## config.mk

```make
export PLATFORM = sky130hd
export DESIGN_NAME = drum_step_seq
export DESIGN_NICKNAME = d
export VERILOG_FILES = /design/src/rtl/drumbit_pkg.sv /design/src/rtl/toggle_edge.sv /design/src/rtl/drum_step_seq.sv
export SDC_FILE = /design/constraint.sdc
export NUM_CORES = 1
export LEC_CHECK = 0
export BUFFER_PORTS_ARGS = -buffer_cell sky130_fd_sc_hd__buf_4
export CORE_MARGIN = 3
export CORE_UTILIZATION = 59
export DETAILED_ROUTE_END_ITERATION = 16
export PLACE_DENSITY = 0.85
export SYNTH_ARGS = -nofsm -noshare
export SYNTH_HDL_FRONTEND = slang
export SYNTH_SLANG_ARGS = --single-unit
```

## constraint.sdc

```tcl
create_clock -name clk -period 3 [get_ports clk]
set_clock_uncertainty 0.1 [all_clocks]
set_input_delay 0.15 -clock clk [delete_from_list [all_inputs] [get_ports clk]]
set_output_delay 0.15 -clock clk [all_outputs]
set_load 0.005 [all_outputs]
```

## src/rtl/drumbit_pkg.sv

```systemverilog
// Shared types and defaults for the drum step sequencer and the playback stage
// that consumes its triggers.
package drumbit_pkg;

    localparam int DEF_STEPS  = 8;
    localparam int DEF_TRACKS = 4;

    typedef enum logic [1:0] {
        STOPPED,
        ARMED,
        PLAYING
    } seq_state_t;

    typedef logic [DEF_TRACKS-1:0] trig_vec_t;

    // Index width that stays at least one bit for degenerate sizes.
    function automatic int idx_w(input int n);
        return (n > 1) ? $clog2(n) : 1;
    endfunction

endpackage

```

## src/rtl/toggle_edge.sv

```systemverilog
// Turns a toggle-style strobe into a one-cycle event: any change of the input
// relative to its registered copy.
module toggle_edge (
    input  logic clk,
    input  logic rst,
    input  logic tick_in,
    output logic ev
);

    logic tick_q_reg;

    always_ff @(posedge clk or posedge rst) begin
        if (rst) tick_q_reg <= 1'b0;
        else     tick_q_reg <= tick_in;
    end

    assign ev = tick_in ^ tick_q_reg;

endmodule

```

## src/rtl/drum_step_seq.sv

```systemverilog
// Tempo-driven drum step sequencer: each tempo toggle fires the next step of a
// runtime-editable TRACKS x STEPS on/off pattern as one-cycle trigger pulses.
module drum_step_seq
    import drumbit_pkg::*;
#(
    parameter int STEPS  = DEF_STEPS,
    parameter int TRACKS = DEF_TRACKS
) (
    input  logic                       clk,
    input  logic                       rst,
    input  logic                       tick_in,
    input  logic                       run,
    input  logic                       edit_we,
    input  logic [idx_w(TRACKS)-1:0]   edit_track,
    input  logic [idx_w(STEPS)-1:0]    edit_step,
    input  logic                       edit_val,
    input  logic                       clear_all,
    output logic [TRACKS-1:0]          trig,
    output logic [idx_w(STEPS)-1:0]    step_idx,
    output logic                       bar_start,
    output logic                       playing
);

    localparam int SW = idx_w(STEPS);
    localparam int TW = idx_w(TRACKS);

    logic              ev;
    logic [STEPS-1:0]  pattern_reg [TRACKS];
    seq_state_t        state_reg, state_next;
    logic [SW-1:0]     step_reg, step_next;
    logic [SW-1:0]     fire_step;
    logic              fire;
    logic [TRACKS-1:0] trig_reg, trig_next;
    logic              bar_reg, bar_next;
    logic              playing_reg;
    logic              step_ok;

    toggle_edge u_tick (
        .clk     (clk),
        .rst     (rst),
        .tick_in (tick_in),
        .ev      (ev)
    );

    assign step_ok = (32'(edit_step) < STEPS);

    // Pattern rows; a clear beats a coincident write. Out-of-range tracks
    // never match any row, so they fall away naturally.
    for (genvar gi = 0; gi < TRACKS; gi++) begin : g_row
        always_ff @(posedge clk or posedge rst) begin
            if (rst) begin
                pattern_reg[gi] <= '0;
            end else if (clear_all) begin
                pattern_reg[gi] <= '0;
            end else if (edit_we && step_ok && (edit_track == TW'(gi))) begin
                pattern_reg[gi][edit_step] <= edit_val;
            end
        end

        // Reads the pre-write pattern, so a same-cycle edit lands next loop.
        assign trig_next[gi] = fire & pattern_reg[gi][fire_step];
    end

    always_comb begin
        state_next = state_reg;
        step_next  = step_reg;
        fire       = 1'b0;
        fire_step  = step_reg;
        case (state_reg)
            STOPPED: begin
                if (run) state_next = ARMED;
            end
            ARMED: begin
                if (!run) begin
                    state_next = STOPPED;
                    step_next  = '0;
                end else if (ev) begin
                    state_next = PLAYING;
                    fire       = 1'b1;
                    fire_step  = '0;
                end
            end
            PLAYING: begin
                if (!run) begin
                    state_next = STOPPED;
                    step_next  = '0;
                end else if (ev) begin
                    fire      = 1'b1;
                    fire_step = (step_reg == SW'(STEPS - 1)) ? '0 : step_reg + 1'b1;
                end
            end
            default: begin
                state_next = STOPPED;
                step_next  = '0;
            end
        endcase
        if (fire) step_next = fire_step;
        bar_next = fire && (fire_step == '0);
    end

    always_ff @(posedge clk or posedge rst) begin
        if (rst) begin
            state_reg   <= STOPPED;
            step_reg    <= '0;
            trig_reg    <= '0;
            bar_reg     <= 1'b0;
            playing_reg <= 1'b0;
        end else begin
            state_reg   <= state_next;
            step_reg    <= step_next;
            trig_reg    <= trig_next;
            bar_reg     <= bar_next;
            playing_reg <= (state_next == PLAYING);
        end
    end

    assign trig      = trig_reg;
    assign step_idx  = step_reg;
    assign bar_start = bar_reg;
    assign playing   = playing_reg;

endmodule

```

* Word-level counts from Yosys, hierarchy flattened
Index checks and enable logic that the tools add are counted.
** Word-level totals
- Register bits after elaboration :: 44
- Word-level logic and storage cells :: 82
- Output and inout bits :: 9
- Bits of input ports :: 12
** Operators by class
- Equal/unequal tests :: 9
- Reduce and logical (&&, ||, !) cells :: 15
- Order comparisons :: 3
- Multiplexer cells :: 39
- Bitwise operators :: 5
- Add/sub/neg operators :: 1
** Operators by type and width (count)
- $mux 8 :: 8
- $bwmux 8 :: 4
- $mux 3 :: 7
- $bmux 1 s3 :: 4
- $pmux 3 s2 :: 2
- $eq 2x2->1 const B :: 4
- $lt 3x4->1 const B :: 2
- $mux 1 :: 8
- $mux 2 :: 4
- $reduce_bool 2->1 :: 4
- $logic_and 1x1->1 :: 6
- $pmux 2 s3 :: 1
- $and 1x1->1 :: 4
- $eq 2x1->1 const B :: 2
- $logic_not 2->1 :: 2
- $add 3x1->3 const B :: 1
- $demux 1 s3 :: 1
- $eq 3x3->1 const B :: 1
- $ge 3x1->1 const B :: 1
- $logic_not 3->1 :: 1
- $ne 3x2->1 const B :: 1
- $ne 2x2->1 const B :: 1
- $reduce_and 2->1 :: 1
- $reduce_or 2->1 :: 1
- $xor 1x1->1 :: 1

* Longest topological paths before layout
Gate-level depths: netlist of run 1.
- Depth in word-level cells :: 8
- Mapped depth :: 7
- Mapped depth without buffers :: 6

* Cells and area by module
Synthesis of run 1 repeated with hierarchy kept, for this count alone.
** Second synthesis, totals
- Cell total of the unflattened synthesis :: 266
- Area total of the unflattened synthesis :: 2428.6 um^2
** By module, submodules not included
- drum_step_seq :: seq. area each 1076.0 um^2, cells each 263, area an instance 2391.0 um^2, times used 1
- toggle_edge :: seq. area each 25.0 um^2, cells each 3, area an instance 37.5 um^2, times used 1

* Least setup slack after synthesis of run 1
Ideal clock, no wire load.
- Path type :: register -> register
- Start :: reg step_reg[0], in the netlist step_idx[0]
- End :: reg trig_reg[3], in the netlist trig[3]
- Period minus slack after synthesis :: 2.118 ns
- Arrival :: 1.880 ns
- Setup time :: 0.138 ns
- Stages on the path, launching flop included :: 7
- Buffers on the path :: 0
- Slack :: 0.882 ns
- Data required time :: 2.762 ns
- Cell sequence :: dfrtp_1 ha_1 ha_1 nor3b_4 mux4_1 nand2_1 o221ai_1
** On the way
- Longest elaborated chain between the ends :: 8
- Elaborated cells between the ends (all ways) :: 11
- Those cells by class :: add/sub: 1; eq/ne: 1; mux: 8; bitwise: 1
** RTL lines
- from (decl) :: RTL line drum_step_seq.sv:30 : logic [SW-1:0] step_reg, step_next;
- from (signal assigned) :: RTL line drum_step_seq.sv:110 : step_reg <= step_next;
- $add 3x1->3 or $eq 3x3->1 (tied branches) :: RTL line drum_step_seq.sv:89 : fire_step = (step_reg == SW'(STEPS - 1)) ? '0 : step_reg + 1'b1;
- $mux 3 :: RTL line drum_step_seq.sv:89
- $mux 3 :: RTL line drum_step_seq.sv:87 : end else if (ev) begin
- $mux 3 :: RTL line drum_step_seq.sv:84 : if (!run) begin
- $pmux 3 s2 (*) :: RTL line drum_step_seq.sv:69 : case (state_reg)
- $bmux 1 s3 (*) :: RTL line drum_step_seq.sv:61 : assign trig_next[gi] = fire & pattern_reg[gi][fire_step];
- $mux 1 (implied by the code) (*) :: RTL line drum_step_seq.sv:61
- $and 1x1->1 (*) :: RTL line drum_step_seq.sv:61
- via trig_next[3] :: RTL line drum_step_seq.sv:33 : logic [TRACKS-1:0] trig_reg, trig_next;
- to (signal assigned) :: RTL line drum_step_seq.sv:111 : trig_reg <= trig_next;
- to (decl) :: RTL line drum_step_seq.sv:33
The timed path passes the listed nets; every way through them passes the cells marked *. The select of a mux whose other input is x is not followed.
A chain may end at the register's enable or synchronous reset.

* Worst setup path in the final report of run 1
- Start :: reg state_reg[0]
- End :: reg trig_reg[3], in the netlist trig[3]
** On the way
- Longest elaborated chain between the ends :: 5
- Elaborated cells between the ends (all ways) :: 8
- Those cells by class :: eq/ne: 2; mux: 4; bitwise: 1; reduce/logical: 1
** RTL lines
- from (decl) :: RTL line drum_step_seq.sv:29 : seq_state_t state_reg, state_next;
- from (signal assigned) :: RTL line drum_step_seq.sv:109 : state_reg <= state_next;
- $eq 2x2->1 or $eq 2x1->1 (tied branches) :: RTL line drum_step_seq.sv:69
- $pmux 3 s2 :: RTL line drum_step_seq.sv:69
- $bmux 1 s3 :: RTL line drum_step_seq.sv:61
- $mux 1 (implied by the code) :: RTL line drum_step_seq.sv:61
- $and 1x1->1 (*) :: RTL line drum_step_seq.sv:61
- via trig_next[3] :: RTL line drum_step_seq.sv:33
Marks and branches as above.

==> results of run 1 <==
[worst paths after layout]
check / startpoint / to / depth (start not counted)
max reg2reg: state_reg[0]$_DFF_PP0_ / trig[3]$_DFF_PP0_ / 6
min reg2reg: pattern_reg[4]$_DFFE_PP0P_ / pattern_reg[4]$_DFFE_PP0P_ / 2
max: state_reg[0]$_DFF_PP0_ / trig[3]$_DFF_PP0_ / 6
min: edit_step[2] / pattern_reg[24]$_DFFE_PP0P_ / 4
max in group asynchronous: rst / pattern_reg[26]$_DFFE_PP0P_ / 4
min in group asynchronous: rst / trig[3]$_DFF_PP0_ / 3
[critical path, stage by stage, from the launching register on]
cell and delay, ns:
dfrtp_1 0.43, inv_1 0.13, ha_1 0.34, nor3b_4 0.40, mux4_1 0.61, nand2_1 0.09
o221ai_1 0.10
[cell usage after synthesis, drive strengths merged, types with 2 or more instances]
library cell and n:
nand2 31, mux2i 13, inv 6, clkbuf 10, buf 2, a32o 3, and3b 2, nand2b 6
a21oi 27, a22oi 2, dfrtp 44, nand3b 5, nor3 3, o221ai 2, nor3b 3, nand3 10
nor2b 2, nor2 28, ha 7, mux4 4, o21ai 28
[kinds of logic after synthesis]
logic type               count (synthesis)  synth area share (%)
multiplexers                            18                  10.4
flip-flops                              44                  46.3
AND/OR/NAND/NOR                         96                  19.9
buffers and inverters                   18                  3.16
adder cells (fa/ha/maj)                  7                  3.68
XOR/XNOR                                 1                 0.368
AO/OA/AOI/OAI                           67                  16.2
[stage by stage]
stage	hold slack (ns)	cell area [µm²]
6_report	0.123	2710
5_1_grt	0.141	2710
4_1_cts	0.114	2710
3_5_place_dp	0.180	2560
3_3_place_gp	0.177	2560
2_1_floorplan	0.0814	2380
[per-layer routing]
layer | routed length (µm) | track usage (%) | share of wire, %
met2 | 2760 | 38.7 | 47
met3 | 379 | 4.06 | 6.5
met5 | 0 | 0 | 0
met4 | 117 | 11.9 | 2.0
met1 | 2580 | 36.0 | 44
[cell type report]
cell class | count | area share (%)
tap | 48 | 2.21
multi-input combinational | 189 | 44.3
timing repair buffer | 26 | 7.47
clock buffer | 7 | 3.55
clock inverter | 1 | 1.11
sequential | 44 | 40.6
inverter | 6 | 0.830
[power groups by stage]
stage                     combinational, µW  clock, µW  sequential [µW]
final                                   344        505              645
after global routing                    380        533              650
after CTS                               340        503              645
after detailed placement                331          0              656
after global placement                  317          0              653
after floorplan                         241          0              651
[timing repair]
item,4_1_cts,5_1_grt
gates resized for setup,0,0
endpoints found under the hold margin,24,0
hold buffers,3,0
==> results.sh, run 1 <==
export IMPL_grt_usage_pct=25.5
export IMPL_synth_area_leaders="dfrtp_1 (46%), a21oi_1 (5.7%), o21ai_0 (5.7%)"
export IMPL_areaGrowthSynthToFinish_pct=14.2
export IMPL_swShare_pct=29.6
export IMPL_comb_power_share_pct=23.0
export IMPL_post_route_util_pct=72.0
export IMPL_worstSetupEndpointType="register"
export IMPL_slew_viol_final=0
export IMPL_syn_nets=270
export IMPL_power_uw=1490
export IMPL_final_cell_mix="dfrtp_1 (44), nand2_1 (31), nor2_1 (28)"
export IMPL_period_share_pct=77.9
export IMPL_power_leakage_uw=0.00122
export IMPL_fin_nets=291
export IMPL_setup_ws_ns=0.664
export IMPL_seqCellArea_mm2=0.00110
export IMPL_rsz0062_at_grt="false"
export IMPL_peakVddDrop_mv=0.323
export IMPL_port_buffers=20
export IMPL_netlist_instances=251
export IMPL_worstSkewPairLatency_ns=0.31
export IMPL_multi_input_area_mm2=0.00120
export IMPL_clk_pin_slew_ns=0.09
export IMPL_tritoncts="yes"
export IMPL_worst_slew_pin_slew_ns=0.897
export IMPL_rrSetupSlack_ns=0.66
export IMPL_setup_violations=0
export IMPL_final_antenna_net_count=0
export IMPL_yosys_warnings=0
export IMPL_yosysTopAreaCellShare_pct=46.3
export IMPL_fp_dieW_um=69.5
export IMPL_drv_cap=0
export IMPL_crit_fanout=8
export IMPL_synthFlopType="dfrtp_1"
export IMPL_coreArea_mm2=0.00377
export IMPL_worstSetupPathType="reg2reg"
export IMPL_placementRows=22
export IMPL_num_vias=2011
export IMPL_grt_pass1_vias=1951
export IMPL_synth_seq_cells=44
export IMPL_synthArstFlopShare_pct=100
export IMPL_antenna_found_initial=0
export IMPL_p_switching_uw=442
export IMPL_drive_gt1_share_pct=13.6
export IMPL_design_die_area_mm2=0.00483
export IMPL_wl_per_cell_um=18.2
export IMPL_io_pin_count=21
export IMPL_synth_edf_count=0
export IMPL_drt_iter0_drc=178
export IMPL_largest_reg_flops=32
export IMPL_fin_tns_setup_ns=0
export IMPL_cp_data_required_time_ns=3.09
export IMPL_wl_mm=5.84
export IMPL_min_path_type="in2reg"
export IMPL_p_per_area_mw_per_mm2=550
export IMPL_slew_headroom_pct=40.1
export IMPL_clkSinkCount=44
export IMPL_ys_types=37
export IMPL_period_needed_ns=2.34
export IMPL_dp_slack_ns=0.718
export IMPL_drc=0
export IMPL_yosysSeqAreaShare_pct=46.3
export IMPL_cp_start_kind="register"
export IMPL_h_tree_depth=2
export IMPL_gp_congestion=0.946
export IMPL_max_freq_ghz=0.428
export IMPL_cts_root_buf="clkbuf_8"
export IMPL_hold_viol=0
export IMPL_initial_utilization_pct=63.0
export IMPL_cts_buffer_depth=2
export IMPL_cts_setup_buffers=0
export IMPL_cts_buffers=5
export IMPL_internal_power_uw=1050
export IMPL_final_cells=321
export IMPL_netlist_area_mm2=0.00238
export IMPL_place_inst=310
export IMPL_avgSynthCellArea_um2=9.47
export IMPL_outcome="finished, final reports clean"
export IMPL_layout_commonest_cell="dfrtp_1"
export IMPL_grt_pass1_wl_mm=9.78
export IMPL_overflow=0
export IMPL_synth_top_cell_by_area="dfrtp_1"
export IMPL_power_frac_seq_pct=43.2
export IMPL_dp_final_hpwl_mm=4.08
export IMPL_crit_arrival_ns=2.42
export IMPL_via_per_inst=6.26
export IMPL_power_share_clock_pct=33.8
export IMPL_grt_max_degree=34
export IMPL_fillers=284
export IMPL_diodes=0
export IMPL_die_y_um=69.5
export IMPL_dr_pass1_iters=5
(Power assumes the default switching activity.)
==> run 2, diff against run 1 <==
==> constraint.sdc (replaced) <==
create_clock -name clk -period 2.2 [get_ports clk]
set_clock_uncertainty 0.1 [all_clocks]
set_input_delay 0.11 -clock clk [delete_from_list [all_inputs] [get_ports clk]]
set_output_delay 0.11 -clock clk [all_outputs]
set_load 0.005 [all_outputs]
==> run 2 against run 1 <==
  * Sequential cell count unchanged
  * Routed wire length decreased by 1.9%
  * Register-to-register slack got worse by 0.59 ns
  * Worst setup slack got worse by 0.59 ns
  * Combinational power increased by 48%
  * Die area unchanged
  * Critical path type unchanged
  * Sequential power increased by 36%
  * Largest cell class unchanged
  * Design area increased by 0.23%
  * Final cell count increased by 1.2%
==> results.sh, run 2 (synthesized netlist as in run 1, its figures left out) <==
export IMPL_design_die_area_mm2=0.00483
export IMPL_crit_arrival_ns=2.19
export IMPL_power_share_clock_pct=27.2
export IMPL_wl_per_cell_um=17.6
export IMPL_drv_cap=0
export IMPL_drc=0
export IMPL_post_route_util_pct=72.1
export IMPL_power_leakage_uw=0.00121
export IMPL_worstSetupEndpointType="register"
export IMPL_cp_startpoint="step_idx[0]$_DFFE_PP0P_"
export IMPL_internal_power_uw=1320
export IMPL_dp_final_hpwl_mm=4.00
export IMPL_placementRows=22
export IMPL_cts_buffer_depth=2
export IMPL_die_y_um=69.5
export IMPL_dr_pass1_iters=5
export IMPL_h_tree_depth=2
export IMPL_largest_reg_flops=32
export IMPL_cts_buffers=5
export IMPL_power_frac_seq_pct=46.1
export IMPL_layout_commonest_cell="dfrtp_1"
export IMPL_min_path_type="in2reg"
export IMPL_via_per_inst=6.14
export IMPL_max_freq_ghz=0.469
export IMPL_drive_gt1_share_pct=15.9
export IMPL_outcome="finished, final reports clean"
export IMPL_slew_viol_final=0
export IMPL_grt_pass1_vias=1921
export IMPL_slew_headroom_pct=54.0
export IMPL_gp_congestion=0.888
export IMPL_rrSetupSlack_ns=0.07
export IMPL_peakVddDrop_mv=0.510
export IMPL_grt_pass1_wl_mm=9.54
export IMPL_setup_violations=0
export IMPL_port_buffers=20
export IMPL_fp_dieW_um=69.5
export IMPL_tritoncts="yes"
export IMPL_swShare_pct=30.5
export IMPL_postPlaceCellArea_mm2=0.00256
export IMPL_initial_utilization_pct=63.0
export IMPL_crit_fanout=4
export IMPL_multi_input_area_mm2=0.00121
export IMPL_timing_rr_start="step_idx[0]$_DFFE_PP0P_"
export IMPL_p_per_area_mw_per_mm2=700
export IMPL_grt_max_degree=45
export IMPL_clk_pin_slew_ns=0.08
export IMPL_period_share_pct=96.8
export IMPL_fin_nets=295
export IMPL_wl_mm=5.73
export IMPL_antenna_found_initial=0
export IMPL_final_cells=325
export IMPL_num_vias=1994
export IMPL_drt_iter0_drc=198
export IMPL_final_antenna_net_count=0
export IMPL_whs_path_depth=4
export IMPL_period_needed_ns=2.13
export IMPL_worstSetupPathType="reg2reg"
export IMPL_seqCellArea_mm2=0.00110
export IMPL_final_cell_mix="dfrtp_1 (43), nand2_1 (31), nor2_1 (28)"
export IMPL_cp_start_kind="register"
export IMPL_grt_usage_pct=24.8
export IMPL_worstSkewPairLatency_ns=0.30
export IMPL_cts_root_buf="clkbuf_8"
export IMPL_overflow=0
export IMPL_worst_slew_pin_slew_ns=0.689
export IMPL_p_switching_uw=582
export IMPL_diodes=0
export IMPL_areaGrowthSynthToFinish_pct=14.4
export IMPL_holdCritStartpoint="edit_step[2]"
export IMPL_hold_viol=0
export IMPL_r2r_worst_path_cells=6
export IMPL_comb_power_share_pct=26.7
export IMPL_place_inst=311
export IMPL_cp_data_required_time_ns=2.26
export IMPL_final_area_mm2=0.00272
export IMPL_clkSinkCount=44
export IMPL_io_pin_count=21
export IMPL_fillers=272
export IMPL_coreArea_mm2=0.00377
==> run 2: routing by layer <==
metal / GRT usage [%] / up-vias / routed length, µm
met5: 0 / - / 0
li1: - / 933 / -
met3: 5.36 / 19 / 457
met1: 33.5 / 957 / 2350
met4: 9.11 / 0 / 147
met2: 39.3 / 85 / 2780
==> run 2: path summary, 6_finish.rpt <==
kind / end
max: trig[3]$_DFF_PP0_
min: pattern_reg[24]$_DFFE_PP0P_
max reg2reg: trig[3]$_DFF_PP0_
min reg2reg: pattern_reg[30]$_DFFE_PP0P_
max in group asynchronous: state_reg[0]$_DFF_PP0_
min in group asynchronous: pattern_reg[17]$_DFFE_PP0P_
==> run 2: per-stage QoR <==
step	hold slack (ns)	worst slack (ns)	setup TNS, ns	power, µW
floorplan	0.0414	0.0825	0	1220
global placement	0.137	0.131	0	1330
detailed placement	0.139	0.0185	0	1360
CTS	0.0805	0.000609	0	1870
global route	0.107	-0.0105	-0.0212	2000
finish	0.0892	0.0701	0	1910
==> run 2: critical path, cell delays in order, from the launching register on <==
cell      delay, ns
dfrtp_1        0.40
ha_2           0.22
ha_4           0.18
nor3b_4        0.34
mux4_2         0.56
nand2_1        0.08
o221ai_1       0.11
==> run 2: final cells by class <==
cell class	count	area share [%]
Multi-Input combinational cell	189	44.4
Tap cell	48	2.21
Sequential cell	44	40.5
Inverter	6	0.828
Clock buffer	8	3.31
Timing Repair Buffer	30	8.69
==> run 2: power by group through the flow <==
stage	clock network [µW]	registers (µW)	logic [µW]
after CTS	524	878	468
after global placement	0	891	443
after floorplan	0	888	328
after detailed placement	0	893	463
after global routing	560	883	559
final	518	878	509
==> run 2: repair_timing <==
item,in CTS,in global routing
setup endpoints to repair,0,4
endpoints found under the hold margin,46,0
setup buffers,0,3
gates resized for setup,0,7
hold buffers,3,0
==> run 3, diff against run 2 <==
--- a/config.mk
+++ b/config.mk
@@ -7,9 +7,9 @@
 export LEC_CHECK = 0
 export BUFFER_PORTS_ARGS = -buffer_cell sky130_fd_sc_hd__buf_4
 export CORE_MARGIN = 3
-export CORE_UTILIZATION = 59
+export CORE_UTILIZATION = 53
 export DETAILED_ROUTE_END_ITERATION = 16
-export PLACE_DENSITY = 0.85
+export PLACE_DENSITY = 0.81
 export SYNTH_ARGS = -nofsm -noshare
 export SYNTH_HDL_FRONTEND = slang
 export SYNTH_SLANG_ARGS = --single-unit
==> constraint.sdc (replaced) <==
create_clock -name clk -period 1.71 [get_ports clk]
set_clock_uncertainty 0.1 [all_clocks]
set_input_delay 0.0855 -clock clk [delete_from_list [all_inputs] [get_ports clk]]
set_output_delay 0.0855 -clock clk [all_outputs]
set_load 0.005 [all_outputs]
==> run 3 against run 2 <==
  * The run now ends with negative setup slack left
  * Via count grew 2.7%
  * Worst hold slack lost 0.020 ns
  * Largest cell class unchanged
  * Register-to-register slack lost 0.42 ns
  * Non-clock buffer count grew 21
  * Sequential share of layout area shrank 3.4 points
==> results.sh, run 3 (synthesized netlist as in run 1, its figures left out) <==
export IMPL_outcome="finished, violations left"
export IMPL_violations="negative setup slack"
export IMPL_final_antenna_net_count=0
export IMPL_cts_buffer_depth=2
export IMPL_worst_slew_pin_slew_ns=0.726
export IMPL_die_y_um=73.0
export IMPL_setup_violations=5
export IMPL_num_vias=2048
export IMPL_internal_power_uw=1790
export IMPL_rsz0062_at_grt="true"
export IMPL_cp_data_required_time_ns=1.78
export IMPL_cp_slowest_stage_delay_ns=0.51
export IMPL_period_share_pct=121
export IMPL_drive_gt1_share_pct=27.3
export IMPL_worstSkewPairLatency_ns=0.29
export IMPL_cts_root_buf="clkbuf_8"
export IMPL_design_die_area_mm2=0.00533
export IMPL_drv_cap=0
export IMPL_place_inst=333
export IMPL_fin_nets=316
export IMPL_path_buf_inv=1
export IMPL_slew_viol_final=0
export IMPL_final_area_mm2=0.00296
export IMPL_whs_path_depth=3
export IMPL_comb_power_share_pct=33.9
export IMPL_worstSetupPathType="reg2reg"
export IMPL_power_frac_seq_pct=42.4
export IMPL_antenna_found_initial=0
export IMPL_power_leakage_uw=0.00131
export IMPL_p_per_area_mw_per_mm2=882
export IMPL_tritoncts="yes"
export IMPL_initial_utilization_pct=57.0
export IMPL_grt_pass1_wl_mm=9.57
export IMPL_fillers=321
export IMPL_grt_max_degree=33
export IMPL_slew_headroom_pct=51.3
export IMPL_grt_usage_pct=24.0
export IMPL_io_pin_count=21
export IMPL_r2r_worst_path_cells=7
export IMPL_slowest_stage="mux4_2"
export IMPL_coreArea_mm2=0.00417
export IMPL_final_cells=347
export IMPL_min_path_type="in2reg"
export IMPL_power_uw=2610
export IMPL_cp_start_kind="register"
export IMPL_setup_ws_ns=-0.354
export IMPL_cts_buffers=5
export IMPL_overflow=0
export IMPL_rrSetupSlack_ns=-0.35
export IMPL_power_share_clock_pct=23.7
export IMPL_crit_arrival_ns=2.14
export IMPL_multi_input_area_mm2=0.00128
export IMPL_largest_reg_flops=32
export IMPL_p_switching_uw=820
export IMPL_wl_mm=5.91
export IMPL_cp_top_family="multiplexers"
export IMPL_drt_iter0_drc=123
export IMPL_worstSetupEndpointType="register"
export IMPL_fp_dieW_um=73.0
export IMPL_h_tree_depth=2
export IMPL_dr_pass1_iters=4
export IMPL_timing_rr_start="step_idx[1]$_DFFE_PP0P_"
export IMPL_clkSinkCount=44
export IMPL_period_needed_ns=2.06
export IMPL_hold_viol=0
export IMPL_peakVddDrop_mv=0.578
export IMPL_final_cell_mix="dfrtp_1 (44), buf_4 (44)"
export IMPL_holdCritStartpoint="edit_val"
export IMPL_diodes=0
export IMPL_areaGrowthSynthToFinish_pct=24.6
export IMPL_dp_final_hpwl_mm=4.21
export IMPL_worstPathCellList="ha_2, ha_4, nor3b_4, buf_12, mux4_2, nand2_2, o221ai_2"
export IMPL_drc=0
export IMPL_max_freq_ghz=0.484
export IMPL_postPlaceCellArea_mm2=0.00275
export IMPL_placementRows=23
export IMPL_grt_pass1_vias=1918
export IMPL_wl_per_cell_um=17.0
export IMPL_seqCellArea_mm2=0.00110
export IMPL_clk_pin_slew_ns=0.08
export IMPL_swShare_pct=31.4
export IMPL_via_per_inst=5.90
export IMPL_post_route_util_pct=71.0
export IMPL_worstHoldEndpoint="pattern_reg[21]$_DFFE_PP0P_"
export IMPL_gp_congestion=0.860
export IMPL_r2r_end="trig[3]$_DFF_PP0_"
export IMPL_port_buffers=20
export IMPL_crit_fanout=7
export IMPL_dp_slack_ns=-0.333
[run 3: how the worst max path moves through the flow]
| stage | from | to | slack, ns | depth (start not counted) |
|---|---|---|---|---|
| 2_1_floorplan | step_idx[0]$_DFFE_PP0P_ | trig[3]$_DFF_PP0_ | -0.33 | 6 |
| 3_3_place_gp | step_idx[1]$_DFFE_PP0P_ | trig[3]$_DFF_PP0_ | -0.27 | 7 |
| 3_5_place_dp | step_idx[1]$_DFFE_PP0P_ | trig[2]$_DFF_PP0_ | -0.33 | 7 |
| 4_1_cts | step_idx[0]$_DFFE_PP0P_ | trig[3]$_DFF_PP0_ | -0.33 | 7 |
| 5_1_grt | step_idx[1]$_DFFE_PP0P_ | trig[3]$_DFF_PP0_ | -0.40 | 7 |
| 6_report | step_idx[1]$_DFFE_PP0P_ | trig[3]$_DFF_PP0_ | -0.35 | 7 |
[run 3: timing repair]
action	4_1_cts	5_1_grt
hold buffers	3	0
setup endpoints to repair	7	8
resized for setup	10	11
endpoints found under the hold margin	19	0
setup buffers	4	1
pin swaps	6	6
[run 3: layout make-up]
| class | count | area share (%) |
|---|---|---|
| clock buffer | 6 | 2.45 |
| clock inverter | 1 | 0.169 |
| inverter | 6 | 0.760 |
| multi-input combinational | 189 | 43.1 |
| sequential | 44 | 37.2 |
| tap | 50 | 2.11 |
| timing repair buffer | 51 | 14.3 |
[run 3: layer usage]
layer  vias up  GRT usage (%)  part of all wire (%)  wire length [µm]
met2        83           39.2                    50              2940
met5         -              0                     0                 0
met3        13           4.27                   6.1               361
li1        978              -                     -                 -
met1       974           32.1                    42              2460
met4         0           8.40                   2.5               150
[run 3: metrics by stage]
| step | setup TNS (ns) | hold slack [ns] |
|---|---|---|
| floorplan | -1.26 | 0.0169 |
| detailed placement | -1.36 | 0.0584 |
| CTS | -1.15 | 0.0666 |
| finish | -1.31 | 0.0690 |
| global placement | -1.00 | 0.0575 |
| global route | -1.59 | 0.0769 |
[run 3: power groups by stage]
stage	Combinational [µW]	Clock [µW]	Sequential [µW]
2_1_floorplan	428	0	1140
3_3_place_gp	745	0	1130
3_5_place_dp	761	0	1130
4_1_cts	816	625	1110
5_1_grt	955	677	1110
6_report	885	619	1110
[run 3: worst min-delay path: cells and delay by family]
family	cells	cell delay, ns
buffers and inverters	1	0.20
and+or+nand+nor	1	0.08
AOI/OAI and AO/OA	1	0.05
